--- config.mk ---
export PLATFORM = sky130hd
export DESIGN_NAME = prog_load_ctrl
export DESIGN_NICKNAME = d
export VERILOG_FILES = /design/src/rtl/prog_load_ctrl.sv
export SDC_FILE = /design/constraint.sdc
export NUM_CORES = 1
export LEC_CHECK = 0
export BUFFER_PORTS_ARGS = -buffer_cell sky130_fd_sc_hd__buf_4
export CAP_MARGIN = 20
export CELL_PAD_IN_SITES_DETAIL_PLACEMENT = 1
export CELL_PAD_IN_SITES_GLOBAL_PLACEMENT = 1
export CORE_ASPECT_RATIO = 0.75
export CORE_MARGIN = 4
export CORE_UTILIZATION = 41
export DETAILED_ROUTE_END_ITERATION = 10
export GPL_TIMING_DRIVEN = 0
export PLACE_DENSITY_LB_ADDON = 0.1
export SYNTH_ARGS = -nofsm -noshare
export SYNTH_HDL_FRONTEND = slang
export SYNTH_SLANG_ARGS = --single-unit
export TNS_END_PERCENT = 30
--- constraint.sdc ---
create_clock -name Clk -period 3.3 [get_ports Clk]
set_clock_uncertainty 0.15 [all_clocks]
set_input_delay 0.33 -clock Clk [delete_from_list [all_inputs] [get_ports Clk]]
set_output_delay 0.33 -clock Clk [all_outputs]
set_load 0.01 [all_outputs]
--- src/rtl/prog_load_ctrl.sv ---
// Program loader / CPU sequencer: streams UART bytes into program memory while
// Load is high, then releases the CPU through a timed reset window and runs it.
module prog_load_ctrl #(
    parameter int DEPTH      = 32,
    parameter int RST_CYCLES = 2,
    localparam int AW        = $clog2(DEPTH),
    localparam int RW        = $clog2(RST_CYCLES + 1)
) (
    input  logic          Clk,
    input  logic          Reset,
    input  logic          Load,
    input  logic [7:0]    Rx_data,
    input  logic          Rx_valid,
    input  logic          Rx_fe,
    input  logic          Cpu_halt,
    output logic          Mem_we,
    output logic [AW-1:0] Mem_addr,
    output logic [7:0]    Mem_wdata,
    output logic          Cpu_rst,
    output logic          Cpu_run,
    output logic [AW:0]   Byte_count,
    output logic          Load_err,
    output logic          Busy
);

    typedef enum logic [2:0] {S_IDLE, S_LOAD, S_RSTW, S_RUN, S_DONE} state_t;

    state_t          r_state;
    state_t          w_next;
    logic [RW-1:0]   r_rcnt;
    logic            r_mem_we;
    logic [AW-1:0]   r_mem_addr;
    logic [7:0]      r_mem_wdata;
    logic            r_cpu_rst;
    logic            r_cpu_run;
    logic [AW:0]     r_count;
    logic            r_err;
    logic            r_busy;

    logic            w_full;
    logic            w_good;
    logic            w_bad;
    logic            w_enter_load;
    logic            w_enter_rstw;

    assign w_full       = (r_count == (AW+1)'(DEPTH));
    assign w_good       = (r_state == S_LOAD) && Rx_valid && !Rx_fe && !w_full;
    assign w_bad        = (r_state == S_LOAD) && Rx_valid && (Rx_fe || w_full);
    assign w_enter_load = (w_next == S_LOAD) && (r_state != S_LOAD);
    assign w_enter_rstw = (w_next == S_RSTW) && (r_state != S_RSTW);

    always_comb begin
        w_next = r_state;
        case (r_state)
            S_IDLE: if (Load) w_next = S_LOAD;
            S_LOAD: if (!Load) w_next = S_RSTW;
            S_RSTW: begin
                if (Load)
                    w_next = S_LOAD;
                else if (r_rcnt == '0)
                    // an empty load never lets the CPU out of reset
                    w_next = (r_count == '0) ? S_IDLE : S_RUN;
            end
            S_RUN: begin
                if (Load)
                    w_next = S_LOAD;
                else if (Cpu_halt)
                    w_next = S_DONE;
            end
            S_DONE: if (Load) w_next = S_LOAD;
            default: w_next = S_IDLE;
        endcase
    end

    always_ff @(posedge Clk) begin
        if (Reset) begin
            r_state     <= S_IDLE;
            r_rcnt      <= '0;
            r_mem_we    <= 1'b0;
            r_mem_addr  <= '0;
            r_mem_wdata <= '0;
            r_cpu_rst   <= 1'b1;
            r_cpu_run   <= 1'b0;
            r_count     <= '0;
            r_err       <= 1'b0;
            r_busy      <= 1'b0;
        end else begin
            r_state  <= w_next;
            r_mem_we <= w_good;
            // the write pointer is the byte count; it stops at DEPTH, never wraps
            if (w_good) begin
                r_mem_addr  <= r_count[AW-1:0];
                r_mem_wdata <= Rx_data;
                r_count     <= r_count + 1'b1;
            end
            if (w_bad)
                r_err <= 1'b1;
            if (w_enter_load) begin
                r_mem_addr <= '0;
                r_count    <= '0;
                r_err      <= 1'b0;
            end
            if (w_enter_rstw)
                r_rcnt <= RW'(RST_CYCLES - 1);
            else if (r_state == S_RSTW)
                r_rcnt <= r_rcnt - 1'b1;
            r_cpu_rst <= (w_next == S_IDLE) || (w_next == S_LOAD) || (w_next == S_RSTW);
            r_cpu_run <= (w_next == S_RUN);
            r_busy    <= (w_next == S_LOAD) || (w_next == S_RSTW);
        end
    end

    assign Mem_we     = r_mem_we;
    assign Mem_addr   = r_mem_addr;
    assign Mem_wdata  = r_mem_wdata;
    assign Cpu_rst    = r_cpu_rst;
    assign Cpu_run    = r_cpu_run;
    assign Byte_count = r_count;
    assign Load_err   = r_err;
    assign Busy       = r_busy;

endmodule

# After elaboration in Yosys (flattened, before gate mapping)
# Cells that the tools add are included.
# word_totals
ff_bits	29
inputBits	14
output_inout_bits	24
# classes
add_sub_neg	2
n_eq_ne	10
mux	10
n_reduce_logical	20
# ops
cell	count
3-bit two-way mux	6
3-bit by 2-bit == test with 1-bit output, second input constant	4
3-bit one-hot mux with 4 select lines	1
6-bit by 1-bit adder with 6-bit output, second input constant	1
3-bit by 1-bit == test with 1-bit output, second input constant	2
6-bit == test, second input constant	1
1-bit logical AND	6
3-bit zero test	2
6-bit zero test	1
2-bit OR reduction	3
1-bit logical OR	4
3-bit == test, second input constant	1
3-bit by 1-bit inequality test with 1-bit output, second input constant	1
3-bit by 2-bit inequality test with 1-bit output, second input constant	1
1-bit zero test	2
2-bit zero test	1
1-bit two-way mux	2
2-bit two-way mux	1
2-bit nonzero test	1
2-bit by 1-bit subtractor with 2-bit output, second input constant	1

# Longest topological paths before layout
# logic_depth
ltp_word	8
ltp_mapped	7
ltp_nobuf	6

# Worst setup path after synthesis
# Ideal clock, no wire load.
# synth_path
path_type	register to register
start	reg r_count[0] (netlist: Byte_count[0])
end	reg r_mem_wdata[0] (netlist: Mem_wdata[0])
setup_ns	0.128
t_arrival_ns	1.720
required_ns	3.022
slack_ns	1.302
stages_incl_launch_ff	8
n_path_buf	1
synth_period_minus_slack_ns	1.998
path_cell_list	dfxtp_1 inv_1 ha_1 nor4b_4 a211oi_4 buf_8 mux2i_1 nor2_1
# synth_between
elab_chain_len	3
# synth_rtl
item	line_no	rtl
start: declaration	36	logic [AW:0] r_count;
start signal: assignment	94	r_count <= r_count + 1'b1;
6-bit == test	46	assign w_full = (r_count == (AW+1)'(DEPTH));
1-bit zero test	47	assign w_good = (r_state == S_LOAD) && Rx_valid && !Rx_fe && !w_full;
1-bit logical AND	47	
end signal: assignment	93	r_mem_wdata <= Rx_data;
end: declaration	33	logic [7:0] r_mem_wdata;
# Every way passes these cells.
# A chain may end at the register's enable or synchronous reset.

# Worst setup path in the final report
# layout_path
start	reg r_count[0] (netlist: Byte_count[0])
end	reg r_mem_wdata[1] (netlist: Mem_wdata[1])
# The elaborated chain is that of the path after synthesis.

==> key figures <==
Worst hold path
  – Worst hold start: Rx_data[0]
  – HP Class: in2reg
  – Hold Path Cell Cnt: 3
  – WHS Endpoint: Mem_wdata[0]

Timing
  – Final Hold Violating Endpoints: 0
  – Max Fclk: about 450 MHz
  – Worst-Margin Slew: 796 ps
  – Post-layout min period: 2230 ps
  – Slew Limit Headroom: roughly 47%
  – Final Max Slew Viols: 0
  – Final setup vio count: 0
  – Setup WS post-layout: 1070 ps
  – Period Utilization, post-route: 67.5%
  – Final TNS setup: 0 ps
  – RSZ-0062 raised after global routing: no

Routing
  – DR vias: 1131
  – Drt pass-1 iters: 4
  – DRT antenna net count: 0
  – DR WL/cell: around 16 um
  – DRC: 0
  – Post-Route WL: ~3400 um
  – Drt initial violations: 80
  – Vias per Instance: ~5.3

Setup path
  – Critical setup path kind: reg2reg
  – FF-to-FF End: Mem_wdata[1]
  – CP arrival: between 2000 and 2500 ps
  – Startpoint Class: flip-flop
  – R2R depth: 7
  – WP data required: between 3000 and 4000 ps
  – CP endpoint kind: flip-flop
  – R2R Path Start: Byte_count[0]
  – Reg2reg setup slack: around 1100 ps
  – Crit-path max FO: 10

Synth
  – Cell variety after synth: 38
  – Syn_nets: 152
  – Synthesized flop and latch total: 29
  – Synth Instances: ~140
  – Part of the Yosys area used for sequential elements: 43.9%
  – Dominant cell type by area after synthesis: dfxtp_1
  – Post-synth EDFFs: 0
  – Synth warn: 0
  – Commonest cells in the netlist: dfxtp_1 (29), nor2_1 (15), a21oi_1 (13), mux2i_1 (13), inv_1 (9)
  – Most frequent cell after synthesis: dfxtp_1
  – Ys async rst share: 0%
  – Mapped cell area: roughly 0.0013 sq mm
  – Main flop type after synthesis: dfxtp_1
  – Synth top area cells: dfxtp_1 (44%), mux2i_1 (9.8%), a21oi_1 (4.9%), nor2_1 (4.3%), xnor2_1 (3.3%)
  – Syn avg cell area: slightly below 10 sq um
  – Synth top area share: roughly 44%

Clock tree
  – Max Buffers Root-to-Sink: 2
  – TritonCTS Buffers: 5
  – Post-CTS sizing: 0
  – Clk sinks: 29
  – Root Buffer: clkbuf_8
  – TritonCTS clock tree: yes
  – # H-tree levels: 2
  – Clk_lat worst skew: ~280 ps
  – CTS hold repair buffers: 0
  – Setup bufs post-CTS: 0
  – Register clock-pin slew on the reported worst setup and hold paths: around 60 ps

Power and ir drop
  – Sw Ratio: between 20% and 30%
  – Psw: between 150 and 200 uW
  – VDD IR max: 0.288 mV
  – Pwr Density: 461 mW/mm^2
  – Power Internal: just over 600 uW
  – Clk network pwr share: a little over two fifths
  – Comb pwr share: around a tenth
  – Leak: 0.000703 uW
  – Power share of the sequential group: between 40% and 50%

Global route
  – Grt ovf: 0
  – GRT Overall Usage: between 10% and 20%
  – Initial antenna violation count: 0
  – First-pass GRT wire length: between 5000 and 6000 um
  – Largest net degree at the start of global routing: 11
  – Vias in the first global route: 1177

Placed design
  – Input/output buffers: 35
  – HPWL after detailed placement: approximately 2500 um
  – RD Place Congestion: about 0.85
  – Place WS: roughly 1100 ps

Die
  – Initial core utilization: a little over two fifths
  – Chip width: 73.6 um
  – Vert. Die Dim: about 57 um
  – Top Ports: 38
  – Row count: 17
  – Die ar.: 0.00420 sq mm
  – Area of the core: 0.00302 sq mm

Layout
  – Layout cells sized above 1: a little under 30%
  – Ant diodes: 0
  – Layout net count: 194
  – Area Growth Syn to Fin: 31.3%

Status
  – Outcome: completed

Flow run
  – MaxCap Viol Count: 0
[cell type report]
type | count | area, sq um
Sequential cell | 29 | 581
Timing Repair Buffer | 35 | 263
Clock buffer | 5 | 68.8
Buffer | 9 | 56.3
Inverter | 9 | 33.8
Tap cell | 38 | 47.5
Multi-Input combinational cell | 88 | 651
Clock inverter | 2 | 35.0
Fill cell | 345 | 1280
[flip-flops by register name (all words and copies together), names as in the netlist]
name,flops
Cpu_run,1
Mem_addr,5
Busy,1
Mem_we,1
r_rcnt,2
Load_err,1
r_state,3
Mem_wdata,8
Cpu_rst,1
Byte_count,6
[cell families (layout without fill, tap and decap cells)]
kind of cell / after synthesis / count (layout) / share of synthesized area [%]
flip-flops: 29 / 29 / 43.9
AO/OA/AOI/OAI: 28 / 28 / 15.4
XOR/XNOR: 5 / 5 / 3.31
buffers and inverters: 18 / 60 / 6.82
multiplexers: 13 / 13 / 9.85
AND/OR/NAND/NOR: 39 / 39 / 17.8
adder cells (fa/ha/maj): 3 / 3 / 2.84
[worst max-delay path, stage by stage (launching register included)]
cell and delay, ps:
dfxtp_1 470, inv_1 80, ha_1 210, nor4b_4 160
a211oi_4 560, buf_8 230, mux2i_1 190, nor2_1 50
[worst max-delay path by stage]
stage          slack [ps]  cells past startpoint      endpoint     startpoint
6_report             1070                      7  Mem_wdata[1]  Byte_count[0]
2_1_floorplan        1300                      7  Mem_wdata[0]  Byte_count[0]
4_1_cts              1070                      7  Mem_wdata[1]  Byte_count[0]
3_5_place_dp         1080                      7  Mem_wdata[4]  Byte_count[0]
5_1_grt               870                      7  Mem_wdata[5]  Byte_count[0]
3_3_place_gp         1130                      7  Mem_wdata[0]  Byte_count[0]
[cell usage in the layout, fill, tap and decap left out, types with 2 or more instances in the layout]
master	instances
nand3b_1	2
a31oi_1	2
nor2b_1	2
nor4_1	2
clkbuf_8	5
nand2b_1	2
a2bb2oi_1	2
buf_2	3
a21oi_1	13
xnor2_1	5
mux2i_1	13
nor2_1	15
buf_4	35
inv_1	9
ha_1	3
clkbuf_1	4
nor3_1	3
dfxtp_1	29
nor4b_1	2
nand4bb_1	2
nand2_1	3
[metrics by stage]
stage	area (sq um)	power, uW	instances	utilization (%)	hold slack (ps)
after global routing	1740	840	215	57.5	127
after global placement	1630	451	208	54.0	305
after floorplan	1320	422	135	-	267
after CTS	1740	809	215	57.5	130
final	1740	800	215	57.5	132
after detailed placement	1630	456	208	54.0	314
[power groups by stage]
| stage | combinational, uW | clock (uW) | sequential [uW] |
|---|---|---|---|
| 2_1_floorplan | 48.2 | 0 | 374 |
| 3_3_place_gp | 79.4 | 0 | 372 |
| 3_5_place_dp | 83.5 | 0 | 372 |
| 4_1_cts | 85.3 | 359 | 364 |
| 5_1_grt | 93.4 | 381 | 366 |
| 6_report | 85.0 | 351 | 364 |
[per-layer routing]
metal,part of all wire (%),vias up,track usage [%]
li1,-,557,-
met1,45,541,22.0
met2,47,28,28.9
met3,6.3,5,7.22
met4,0.87,0,3.88
met5,0,-,0
(Power assumes the default switching activity.)
